==> src/rtl/norm_seq.sv <==
// norm_seq: runs N(d1) and then N(d2) through one shared normal-CDF core.
// It derives the put-side terms N(-d) = 1 - N(d) and flags a hung core
// through a per-wait watchdog.
module norm_seq #(
    parameter int WIDTH   = 32,
    parameter int TIMEOUT = 256
) (
    input  logic             clk,
    input  logic             reset,
    input  logic             start,
    input  logic [WIDTH-1:0] d1,
    input  logic [WIDTH-1:0] d2,
    output logic             busy,
    output logic [WIDTH-1:0] Nd1,
    output logic [WIDTH-1:0] Nd2,
    output logic [WIDTH-1:0] Nmd1,
    output logic [WIDTH-1:0] Nmd2,
    output logic             done,
    output logic             err,
    output logic             core_start,
    output logic [WIDTH-1:0] core_d,
    input  logic [WIDTH-1:0] core_N,
    input  logic             core_done
);

    localparam int CW = $clog2(TIMEOUT);
    localparam logic signed [WIDTH-1:0] ONE = WIDTH'(65536);

    typedef enum logic [2:0] {IDLE, ISSUE1, WAIT1, ISSUE2, WAIT2, FIN} state_t;

    state_t                  state, state_nx;
    logic [WIDTH-1:0]        op1, op2;
    logic [CW-1:0]           cnt;
    logic                    cnt_term;
    logic signed [WIDTH-1:0] n_s;
    logic [WIDTH-1:0]        clamped;

    assign n_s      = core_N;
    assign cnt_term = (cnt == CW'(TIMEOUT - 1));

    // The operand is steered by phase. op1 and op2 only change when a new
    // job is accepted, so core_d stays stable across each core request.
    assign core_d = (state == ISSUE2 || state == WAIT2) ? op2 : op1;

    // Saturate the core result into [0, 1.0] so that 1 - N cannot overflow.
    always_comb begin
        clamped = core_N;
        if (n_s < 0)
            clamped = '0;
        else if (n_s > ONE)
            clamped = ONE;
    end

    // State register
    always_ff @(posedge clk or posedge reset) begin
        if (reset)
            state <= IDLE;
        else
            state <= state_nx;
    end

    // Next-state logic and the core request pulse
    always_comb begin
        state_nx   = state;
        core_start = 1'b0;
        case (state)
            IDLE, FIN: if (start) state_nx = ISSUE1;
            ISSUE1: begin
                core_start = 1'b1;
                state_nx   = WAIT1;
            end
            WAIT1:  if (core_done || cnt_term) state_nx = ISSUE2;
            ISSUE2: begin
                core_start = 1'b1;
                state_nx   = WAIT2;
            end
            WAIT2:  if (core_done || cnt_term) state_nx = FIN;
            default: state_nx = IDLE;
        endcase
    end

    // Operand latch, watchdog counter, result capture and status flags.
    // A core_done in the same cycle as the terminal count is taken as a
    // result, so err is not set in that case.
    always_ff @(posedge clk or posedge reset) begin
        if (reset) begin
            op1  <= '0;
            op2  <= '0;
            cnt  <= '0;
            busy <= 1'b0;
            done <= 1'b0;
            err  <= 1'b0;
            Nd1  <= '0;
            Nd2  <= '0;
            Nmd1 <= '0;
            Nmd2 <= '0;
        end else begin
            case (state)
                IDLE, FIN: begin
                    if (start) begin
                        op1  <= d1;
                        op2  <= d2;
                        busy <= 1'b1;
                        done <= 1'b0;
                        err  <= 1'b0;
                    end
                end
                ISSUE1, ISSUE2: cnt <= '0;
                WAIT1: begin
                    if (core_done) begin
                        Nd1  <= clamped;
                        Nmd1 <= ONE - clamped;
                    end else if (cnt_term) begin
                        Nd1  <= '0;
                        Nmd1 <= ONE;
                        err  <= 1'b1;
                    end else begin
                        cnt <= cnt + 1'b1;
                    end
                end
                WAIT2: begin
                    if (core_done) begin
                        Nd2  <= clamped;
                        Nmd2 <= ONE - clamped;
                    end else if (cnt_term) begin
                        Nd2  <= '0;
                        Nmd2 <= ONE;
                        err  <= 1'b1;
                    end else begin
                        cnt <= cnt + 1'b1;
                    end
                    if (core_done || cnt_term) begin
                        busy <= 1'b0;
                        done <= 1'b1;
                    end
                end
                default: ;
            endcase
        end
    end

endmodule

==> config.mk <==
export PLATFORM = sky130hd
export DESIGN_NAME = norm_seq
export DESIGN_NICKNAME = d
export VERILOG_FILES = /design/src/rtl/norm_seq.sv
export SDC_FILE = /design/constraint.sdc
export NUM_CORES = 1
export LEC_CHECK = 0
export BUFFER_PORTS_ARGS = -buffer_cell sky130_fd_sc_hd__buf_2
export CAP_MARGIN = 30
export CORE_MARGIN = 2
export CORE_UTILIZATION = 46
export DETAILED_ROUTE_END_ITERATION = 12
export HOLD_SLACK_MARGIN = 0.02
export PLACE_DENSITY = 0.74
export REMOVE_ABC_BUFFERS = 1
export SYNTH_ARGS = -nofsm -noshare
export SYNTH_HDL_FRONTEND = slang
export SYNTH_SLANG_ARGS = --single-unit
==> constraint.sdc <==
create_clock -name clk -period 6 [get_ports clk]
set_input_delay 0.6 -clock clk [delete_from_list [all_inputs] [get_ports clk]]
set_output_delay 0.6 -clock clk [all_outputs]
set_load 0.01 [all_outputs]
==> results of run 1 <==
routing by layer:
layer	vias up	global-route usage, %	share of wire, %
met5	-	0	0
met4	0	8.347	3.1
met3	44	3.751	6.0
met2	207	33.90	48
met1	3029	29.23	43
li1	2851	-	-
worst max path at each step:
stage	startpoint	end	slack [ns]	cells past startpoint
3_3_place_gp	core_N[4]	Nmd1[28]	2.44	8
6_report	state[2]	core_d[1]	2.44	5
4_1_cts	state[2]	core_d[1]	2.42	5
3_5_place_dp	core_N[4]	Nmd1[26]	2.39	8
2_1_floorplan	state[0]	op1[0]	-2.62	3
5_1_grt	state[2]	core_d[31]	2.32	5
critical path, stage by stage, from the launching register on:
cell	delay [ns]
sky130_fd_sc_hd__dfrtp_1	0.61
sky130_fd_sc_hd__nor3b_1	0.74
sky130_fd_sc_hd__a21o_1	0.14
sky130_fd_sc_hd__buf_4	0.40
sky130_fd_sc_hd__mux2_2	0.40
sky130_fd_sc_hd__buf_2	0.15
logic make-up (layout without fill, tap and decap cells):
group	Yosys count	count (layout)	share of synthesized area, %
compound gates	125	125	11.28
other cells	1	3	0.04441
flops	202	202	59.87
buf+inv	51	313	2.890
mux	102	102	13.53
simple gates	164	164	11.05
fa+ha+maj	2	2	0.2963
xor+xnor	10	10	1.037
cell type report:
cell class | count | area, um^2
fill | 1442 | 7256
sequential | 202 | 5055
multi-input combinational | 405 | 3159
timing repair buffer | 267 | 1384
clock buffer | 30 | 641.9
tap | 229 | 286.5
clock inverter | 11 | 152.6
inverter | 5 | 26.28
antenna | 1 | 2.502
cell usage in the layout, fill, tap and decap left out, types with 4 or more instances in the layout:
master,synthesis,routed
sky130_fd_sc_hd__a21o_1,18,18
sky130_fd_sc_hd__a21oi_1,7,7
sky130_fd_sc_hd__a221o_1,4,4
sky130_fd_sc_hd__a22o_1,35,35
sky130_fd_sc_hd__a31oi_1,7,7
sky130_fd_sc_hd__a32oi_1,4,4
sky130_fd_sc_hd__and2_1,49,49
sky130_fd_sc_hd__buf_2,12,261
sky130_fd_sc_hd__buf_4,4,4
sky130_fd_sc_hd__clkbuf_16,0,23
sky130_fd_sc_hd__clkbuf_8,0,4
sky130_fd_sc_hd__dfrtp_1,202,202
sky130_fd_sc_hd__inv_1,5,4
sky130_fd_sc_hd__mux2_1,64,64
sky130_fd_sc_hd__mux2_2,33,33
sky130_fd_sc_hd__mux2i_1,5,5
sky130_fd_sc_hd__nand2_1,37,35
sky130_fd_sc_hd__nand3_1,9,9
sky130_fd_sc_hd__nand4_1,7,7
sky130_fd_sc_hd__nor2_1,20,20
sky130_fd_sc_hd__nor2b_1,4,4
sky130_fd_sc_hd__nor3_1,10,10
sky130_fd_sc_hd__nor4_1,7,7
sky130_fd_sc_hd__o21ai_0,8,8
sky130_fd_sc_hd__o21ai_1,17,17
sky130_fd_sc_hd__o31ai_1,6,6
sky130_fd_sc_hd__xnor2_1,8,8
per-stage QoR:
step           power [mW]  setup WS, ns  utilization [%]  TNS [ns]  instance area (um^2)
2_1_floorplan       2.515        -2.618                -   -196.68                  8222
3_3_place_gp        2.879         2.444            54.91         0                  9863
3_5_place_dp        2.928         2.390            55.17         0                  9911
4_1_cts             4.393         2.421            59.59         0                 10710
5_1_grt             4.571         2.317            59.61         0                 10710
6_report            4.355         2.438            59.61         0                 10710
power breakdown:
| group | leakage [nW] | switching, mW | internal [mW] |
|---|---|---|---|
| Combinational | 2.52 | 0.574 | 0.544 |
| Sequential | 2.66 | 0.156 | 1.62 |
| Clock | 0.380 | 0.569 | 0.888 |
flip-flops by register name, summed over array words and instances, names as in the netlist:
| name | cells |
|---|---|
| op1 | 32 |
| state | 3 |
| cnt | 8 |
| Nmd1 | 32 |
| op2 | 32 |
| busy | 1 |
| err | 1 |
| Nmd2 | 32 |
| Nd2 | 30 |
| Nd1 | 30 |
| done | 1 |
==> load_flow_metrics.sql, run 1 <==
INSERT INTO impl_metrics (metric_group, metric, value, unit) VALUES
('synthesis', 'netlist-cell-type-count', '58', ''),
('route', 'drt-wirelength-per-cell', '18.50', 'um'),
('timing', 'final_min_period_over_clock_period', '59.37', '%'),
('timing', 'worstMarginPinSlew', '0.9038', 'ns'),
('timing', 'fmax', '280.7', 'MHz'),
('synthesis', 'share_of_synthesized_area_occupied_by_flip_flops_and_latches', '59.87', '%'),
('timing', 'finalHoldViolCount', '0', ''),
('synthesis', 'netlist_instances', '657', ''),
('critical_path', 'r2r-start', 'cnt[0]', ''),
('route', 'firstDrtPassIters', '5', ''),
('cts', 'htree_levels', '1', ''),
('synthesis', 'yosys_warnings', '0', ''),
('critical_path', 'worstSetupStartpointType', 'flip-flop', ''),
('cts', 'cts_hold_repair.buffers', '0', ''),
('critical_path', 'critical_path_fanouts_max', '32', ''),
('cts', 'worstSkewPairLatency', '0.51', 'ns'),
('route', 'drt-initial-drc-count', '314', ''),
('cells_and_area', 'area_growth_syn_to_layout', '26.82', '%'),
('critical_path', 'worst_setup_path_end_kind', 'output port', ''),
('global_route', 'via_count_of_the_first_global_routing_pass', '6129', ''),
('synthesis', 'synth.avg_cell_area', '12.85', 'um^2'),
('timing', 'report.final.setup_viol', '0', ''),
('floorplanning', 'pin_count', '264', ''),
('synthesis', 'synthTopCellsByCount', 'sky130_fd_sc_hd__dfrtp_1, sky130_fd_sc_hd__mux2_1, sky130_fd_sc_hd__and2_1', ''),
('cts', 'tritoncts_clock_tree', 'done', ''),
('timing', 'whs', '0.1383', 'ns'),
('synthesis', 'synth_edf_count', '0', ''),
('floorplanning', 'floorplan.die_area', '0.01945', 'mm^2'),
('timing', 'layout_min_cycle_time', '3.562', 'ns'),
('timing', 'rsz0062_at_grt', 'false', ''),
('critical_path', 'cp_data_required_time', '5.40', 'ns'),
('job', 'drv_cap', '0', ''),
('route', 'totalWireLength', '21.27', 'mm'),
('critical_path', 'worst_ep_arrival_time', '2.96', 'ns'),
('cts', 'cts_root_buf', 'sky130_fd_sc_hd__clkbuf_16', ''),
('hold_path', 'worstHoldPathType', 'in -> async', ''),
('floorplanning', 'area_of_the_core', '0.01796', 'mm^2'),
('global_route', 'antenna_violations_before_repair', '1', ''),
('synthesis', 'synthArstFlopShare', '100.0', '%'),
('place', 'placer_congestion', '0.8853', ''),
('timing', 'clock_skew', '0.01156', 'ns'),
('synthesis', 'yosys-top-cells-area', 'sky130_fd_sc_hd__dfrtp_1, sky130_fd_sc_hd__mux2_1, sky130_fd_sc_hd__mux2_2', ''),
('power_and_ir_drop', 'power.density', '406.7', 'mW/mm^2'),
('cells_and_area', 'design.final.nets', '1006', ''),
('global_route', 'groute.usage.overall', '21.26', '%'),
('synthesis', 'ys_dominant_reg_cell', 'sky130_fd_sc_hd__dfrtp_1', ''),
('cells_and_area', 'drive_above_1_share', '38.26', '%'),
('cells_and_area', 'layoutNonFillerInstCount', '1150', ''),
('route', 'antenna_left', '0', ''),
('synthesis', 'cell_taking_the_most_area_after_synthesis', 'sky130_fd_sc_hd__dfrtp_1', ''),
('power_and_ir_drop', 'cellLeakagePower', '5.561', 'nW'),
('route', 'routed_via_density', '5.331', ''),
('critical_path', 'reg2reg_to', 'Nmd2[12]', ''),
('place', 'io_buffers', '261', ''),
('route', 'detailroute.via_count', '6131', ''),
('power_and_ir_drop', 'ir_drop', '0.0003852', 'V'),
('synthesis', 'synthesis.area', '0.008443', 'mm^2'),
('synthesis', 'synthDominantCellAreaShare', '59.87', '%'),
('cts', 'cts_made_buffers', '23', ''),
('critical_path', 'reg2reg_depth', '7', ''),
('timing', 'report.final.slew_viol_count', '0', ''),
('outcome', 'run_status', 'finished, final reports clean', ''),
('cts', 'post_cts.resized_instances', '0', ''),
('global_route', 'first_pass_grt_wire_length', '33.57', 'mm'),
('place', 'dpl.hpwl', '14.78', 'mm'),
('floorplanning', 'die_y', '139.5', 'um'),
('cts', 'cts.sinks', '202', ''),
('synthesis', 'post_synthesis_sequential_element_count', '202', ''),
('global_route', 'grt_max_degree', '89', ''),
('floorplanning', 'effective_utilization_at_floorplan', '47.00', '%'),
('place', 'place_inst', '1108', ''),
('floorplanning', 'num_rows', '49', ''),
('floorplanning', 'die_w', '139.5', 'um'),
('global_route', 'grt_overflow', '0', ''),
('cts', 'clk_transition_reported_paths', '0.06', 'ns'),
('route', 'drc', '0', ''),
('cts', 'clk_path_buf_depth', '3', ''),
('synthesis', 'count_leader_synth', 'sky130_fd_sc_hd__dfrtp_1', ''),
('cts', 'post_cts.repair.setup_buffers', '0', ''),
('timing', 'timing.slew.headroom', '39.62', '%'),
('critical_path', 'timing.reg2reg.setup_slack', '2.96', 'ns'),
('critical_path', 'critPathKind', 'reg -> out', '');
No activity file was read; power rests on OpenSTA's default activity.
==> inputs of run 2 (changes only) <==
--- a/config.mk
+++ b/config.mk
@@ -8,10 +8,10 @@
 export BUFFER_PORTS_ARGS = -buffer_cell sky130_fd_sc_hd__buf_2
 export CAP_MARGIN = 30
 export CORE_MARGIN = 2
-export CORE_UTILIZATION = 46
+export CORE_UTILIZATION = 51
 export DETAILED_ROUTE_END_ITERATION = 12
 export HOLD_SLACK_MARGIN = 0.02
-export PLACE_DENSITY = 0.74
+export PLACE_DENSITY = 0.78
 export REMOVE_ABC_BUFFERS = 1
 export SYNTH_ARGS = -nofsm -noshare
 export SYNTH_HDL_FRONTEND = slang
==> constraint.sdc (replaced) <==
create_clock -name clk -period 3.3 [get_ports clk]
set_input_delay 0.33 -clock clk [delete_from_list [all_inputs] [get_ports clk]]
set_output_delay 0.33 -clock clk [all_outputs]
set_load 0.01 [all_outputs]
==> load_flow_metrics.sql, run 2 (synthesis gave the netlist of run 1 again) <==
INSERT INTO impl_metrics (metric_group, metric, value, unit) VALUES
('outcome', 'run_status', 'finished, final reports clean', ''),
('cts', 'cts.sinks', '202', ''),
('floorplanning', 'floorplan.die_area', '0.01760', 'mm^2'),
('power_and_ir_drop', 'power_frac_comb', '26.6', '%'),
('critical_path', 'cp-endpoint', 'core_d[13]', ''),
('route', 'drt-wirelength-per-cell', '18.25', 'um'),
('cells_and_area', 'multi_input_comb_area', '0.003159', 'mm^2'),
('critical_path', 'critical_path_fanouts_max', '32', ''),
('critical_path', 'cp_data_required_time', '2.97', 'ns'),
('job', 'drv_cap', '0', ''),
('floorplanning', 'num_rows', '47', ''),
('critical_path', 'worst_setup_path_end_kind', 'output port', ''),
('timing', 'finalWorstSetupSlack', '0.4568', 'ns'),
('global_route', 'groute.usage.overall', '23.78', '%'),
('global_route', 'grt_overflow', '0', ''),
('cts', 'cts_made_buffers', '22', ''),
('critical_path', 'timing.reg2reg.setup_slack', '0.94', 'ns'),
('route', 'totalWireLength', '21.07', 'mm'),
('timing', 'report.final.slew_viol_count', '0', ''),
('place', 'dpl.hpwl', '14.74', 'mm'),
('route', 'drc', '0', ''),
('cells_and_area', 'drive_above_1_share', '39.04', '%'),
('floorplanning', 'die_y', '132.7', 'um'),
('cts', 'cts_root_buf', 'sky130_fd_sc_hd__clkbuf_16', ''),
('cts', 'worstSkewPairLatency', '0.49', 'ns'),
('power_and_ir_drop', 'netSwitchingFraction', '30.09', '%'),
('floorplanning', 'area_of_the_core', '0.01641', 'mm^2'),
('critical_path', 'critPathKind', 'reg -> out', ''),
('floorplanning', 'die_w', '132.7', 'um'),
('cells_and_area', 'final_common_cell', 'sky130_fd_sc_hd__buf_2', ''),
('timing', 'layout_min_cycle_time', '2.843', 'ns'),
('route', 'routed_via_density', '5.417', ''),
('timing', 'clock_skew', '0.006832', 'ns'),
('global_route', 'grt_max_degree', '108', ''),
('cells_and_area', 'insertedDiodeCount', '0', ''),
('critical_path', 'reg2reg_depth', '5', ''),
('floorplanning', 'effective_utilization_at_floorplan', '51.46', '%'),
('place', 'placed_area', '0.01001', 'mm^2'),
('cells_and_area', 'nFillCells', '1253', ''),
('cts', 'htree_levels', '1', ''),
('power_and_ir_drop', 'ir_drop', '0.0007055', 'V'),
('route', 'antenna_left', '0', ''),
('power_and_ir_drop', 'power.clock.fraction', '31.8', '%'),
('cts', 'tritoncts_clock_tree', 'done', ''),
('place', 'place_inst', '1115', ''),
('place', 'placer_congestion', '0.8680', ''),
('route', 'drt-initial-drc-count', '419', ''),
('critical_path', 'worstSetupStartpointType', 'flip-flop', ''),
('critical_path', 'r2r-start', 'state[2]', ''),
('place', 'place_ws', '0.3875', 'ns'),
('global_route', 'first_pass_grt_wire_length', '33.82', 'mm'),
('cells_and_area', 'fin_area', '0.01075', 'mm^2'),
('cts', 'post_cts.repair.setup_buffers', '0', ''),
('timing', 'timing.slew.headroom', '52.05', '%'),
('power_and_ir_drop', 'p_int', '5.437', 'mW'),
('timing', 'worstMarginPinSlew', '0.7193', 'ns'),
('cts', 'clk_transition_reported_paths', '0.06', 'ns'),
('cells_and_area', 'design.final.nets', '1022', ''),
('timing', 'rsz0062_at_grt', 'false', ''),
('place', 'io_buffers', '261', ''),
('power_and_ir_drop', 'power.density', '723.5', 'mW/mm^2'),
('route', 'detailroute.via_count', '6257', ''),
('route', 'firstDrtPassIters', '5', ''),
('timing', 'whs', '0.04691', 'ns'),
('timing', 'report.final.setup_viol', '0', ''),
('cts', 'post_cts.resized_instances', '0', ''),
('cells_and_area', 'layoutNonFillerInstCount', '1155', ''),
('timing', 'fmax', '351.7', 'MHz'),
('global_route', 'via_count_of_the_first_global_routing_pass', '6214', ''),
('timing', 'finalHoldViolCount', '0', ''),
('power_and_ir_drop', 'totalPowerFinal', '7.777', 'mW'),
('cells_and_area', 'area_growth_syn_to_layout', '27.31', '%'),
('power_and_ir_drop', 'seq_power_share', '41.7', '%'),
('critical_path', 'worstSetupStartpoint', 'state[2]', ''),
('cells_and_area', 'area.sequential', '0.005055', 'mm^2'),
('floorplanning', 'pin_count', '264', ''),
('power_and_ir_drop', 'cellLeakagePower', '5.604', 'nW'),
('power_and_ir_drop', 'p_sw', '2.340', 'mW'),
('cts', 'clk_path_buf_depth', '3', ''),
('timing', 'final_min_period_over_clock_period', '86.16', '%'),
('hold_path', 'worstHoldPathType', 'in -> reg', ''),
('global_route', 'antenna_violations_before_repair', '0', ''),
('critical_path', 'worst_ep_arrival_time', '2.51', 'ns'),
('critical_path', 'reg2reg_to', 'op1[10]', ''),
('cells_and_area', 'layout_common_cells', 'sky130_fd_sc_hd__buf_2, sky130_fd_sc_hd__dfrtp_1, sky130_fd_sc_hd__mux2_1, sky130_fd_sc_hd__and2_1', '');
## run 2: cell types whose count changed in the layout (fill, tap and decap cells not counted)
| cell | delta |
|---|---|
| sky130_fd_sc_hd__buf_4 | +16 |
| sky130_fd_sc_hd__clkbuf_8 | -3 |
| sky130_fd_sc_hd__clkinv_2 | +2 |
| sky130_fd_sc_hd__buf_12 | +1 |
| sky130_fd_sc_hd__buf_16 | -1 |
| sky130_fd_sc_hd__bufinv_16 | -1 |
| sky130_fd_sc_hd__clkbuf_1 | +1 |
| sky130_fd_sc_hd__clkinv_4 | -1 |
| sky130_fd_sc_hd__clkinvlp_4 | +1 |
| sky130_fd_sc_hd__diode_2 | -1 |
| sky130_fd_sc_hd__dlygate4sd3_1 | +1 |
| sky130_fd_sc_hd__inv_6 | -1 |
## run 2: layout make-up
type | count | share of cell area [%]
clock buffers | 28 | 5.622
repair buffers | 284 | 14.01
well taps | 220 | 2.561
inverters | 5 | 0.2444
multi-input cells | 405 | 29.39
flip-flops and latches | 202 | 47.03
clock inverters | 11 | 1.141
## run 2: worst min-delay path by stage
stage | slack [ns] | startpoint | endpoint | cells after the start
floorplan | 0.45 | op2[0] | op2[0] | 1
global placement | 0.45 | Nmd1[26] | Nmd1[26] | 1
detailed placement | 0.46 | Nmd1[30] | Nmd1[30] | 1
CTS | 0.03 | d1[23] | op1[23] | 2
global route | 0.03 | d1[20] | op1[20] | 2
finish | 0.05 | d2[11] | op2[11] | 2
## run 2: per-stage QoR
| stage | setup TNS, ns | utilization, % |
|---|---|---|
| after floorplan | -868.44 | - |
| after global placement | 0 | 61.02 |
| after detailed placement | 0 | 61.02 |
| after CTS | 0 | 65.52 |
| after global routing | 0 | 65.52 |
| final | 0 | 65.52 |
## run 2: what timing repair did
action / 4_1_cts / 5_1_grt
endpoints found under the hold margin: 104 / 0
hold buffers: 1 / 0
endpoints found under the setup margin: 0 / 0
## run 2: critical path: stages, from the launching register on
cell	delay [ns]
sky130_fd_sc_hd__dfrtp_1	0.64
sky130_fd_sc_hd__nor3b_1	0.31
sky130_fd_sc_hd__a21o_1	0.12
sky130_fd_sc_hd__buf_4	0.39
sky130_fd_sc_hd__mux2_2	0.40
sky130_fd_sc_hd__buf_2	0.15
## run 2: power groups by stage
stage	clock (mW)	combinational, mW	sequential [mW]
final	2.47	2.07	3.24
after global routing	2.62	2.26	3.31
after floorplan	0	1.34	3.20
after detailed placement	0	2.09	3.28
after global placement	0	2.03	3.25
after CTS	2.51	2.10	3.24
## run 2: layer usage
layer	global-route usage [%]	routed length, um	up-vias
met5	0	0	-
met4	7.826	580	0
met3	3.640	1153	44
met2	38.23	10210	209
met1	33.48	9132	3120
li1	-	-	2884
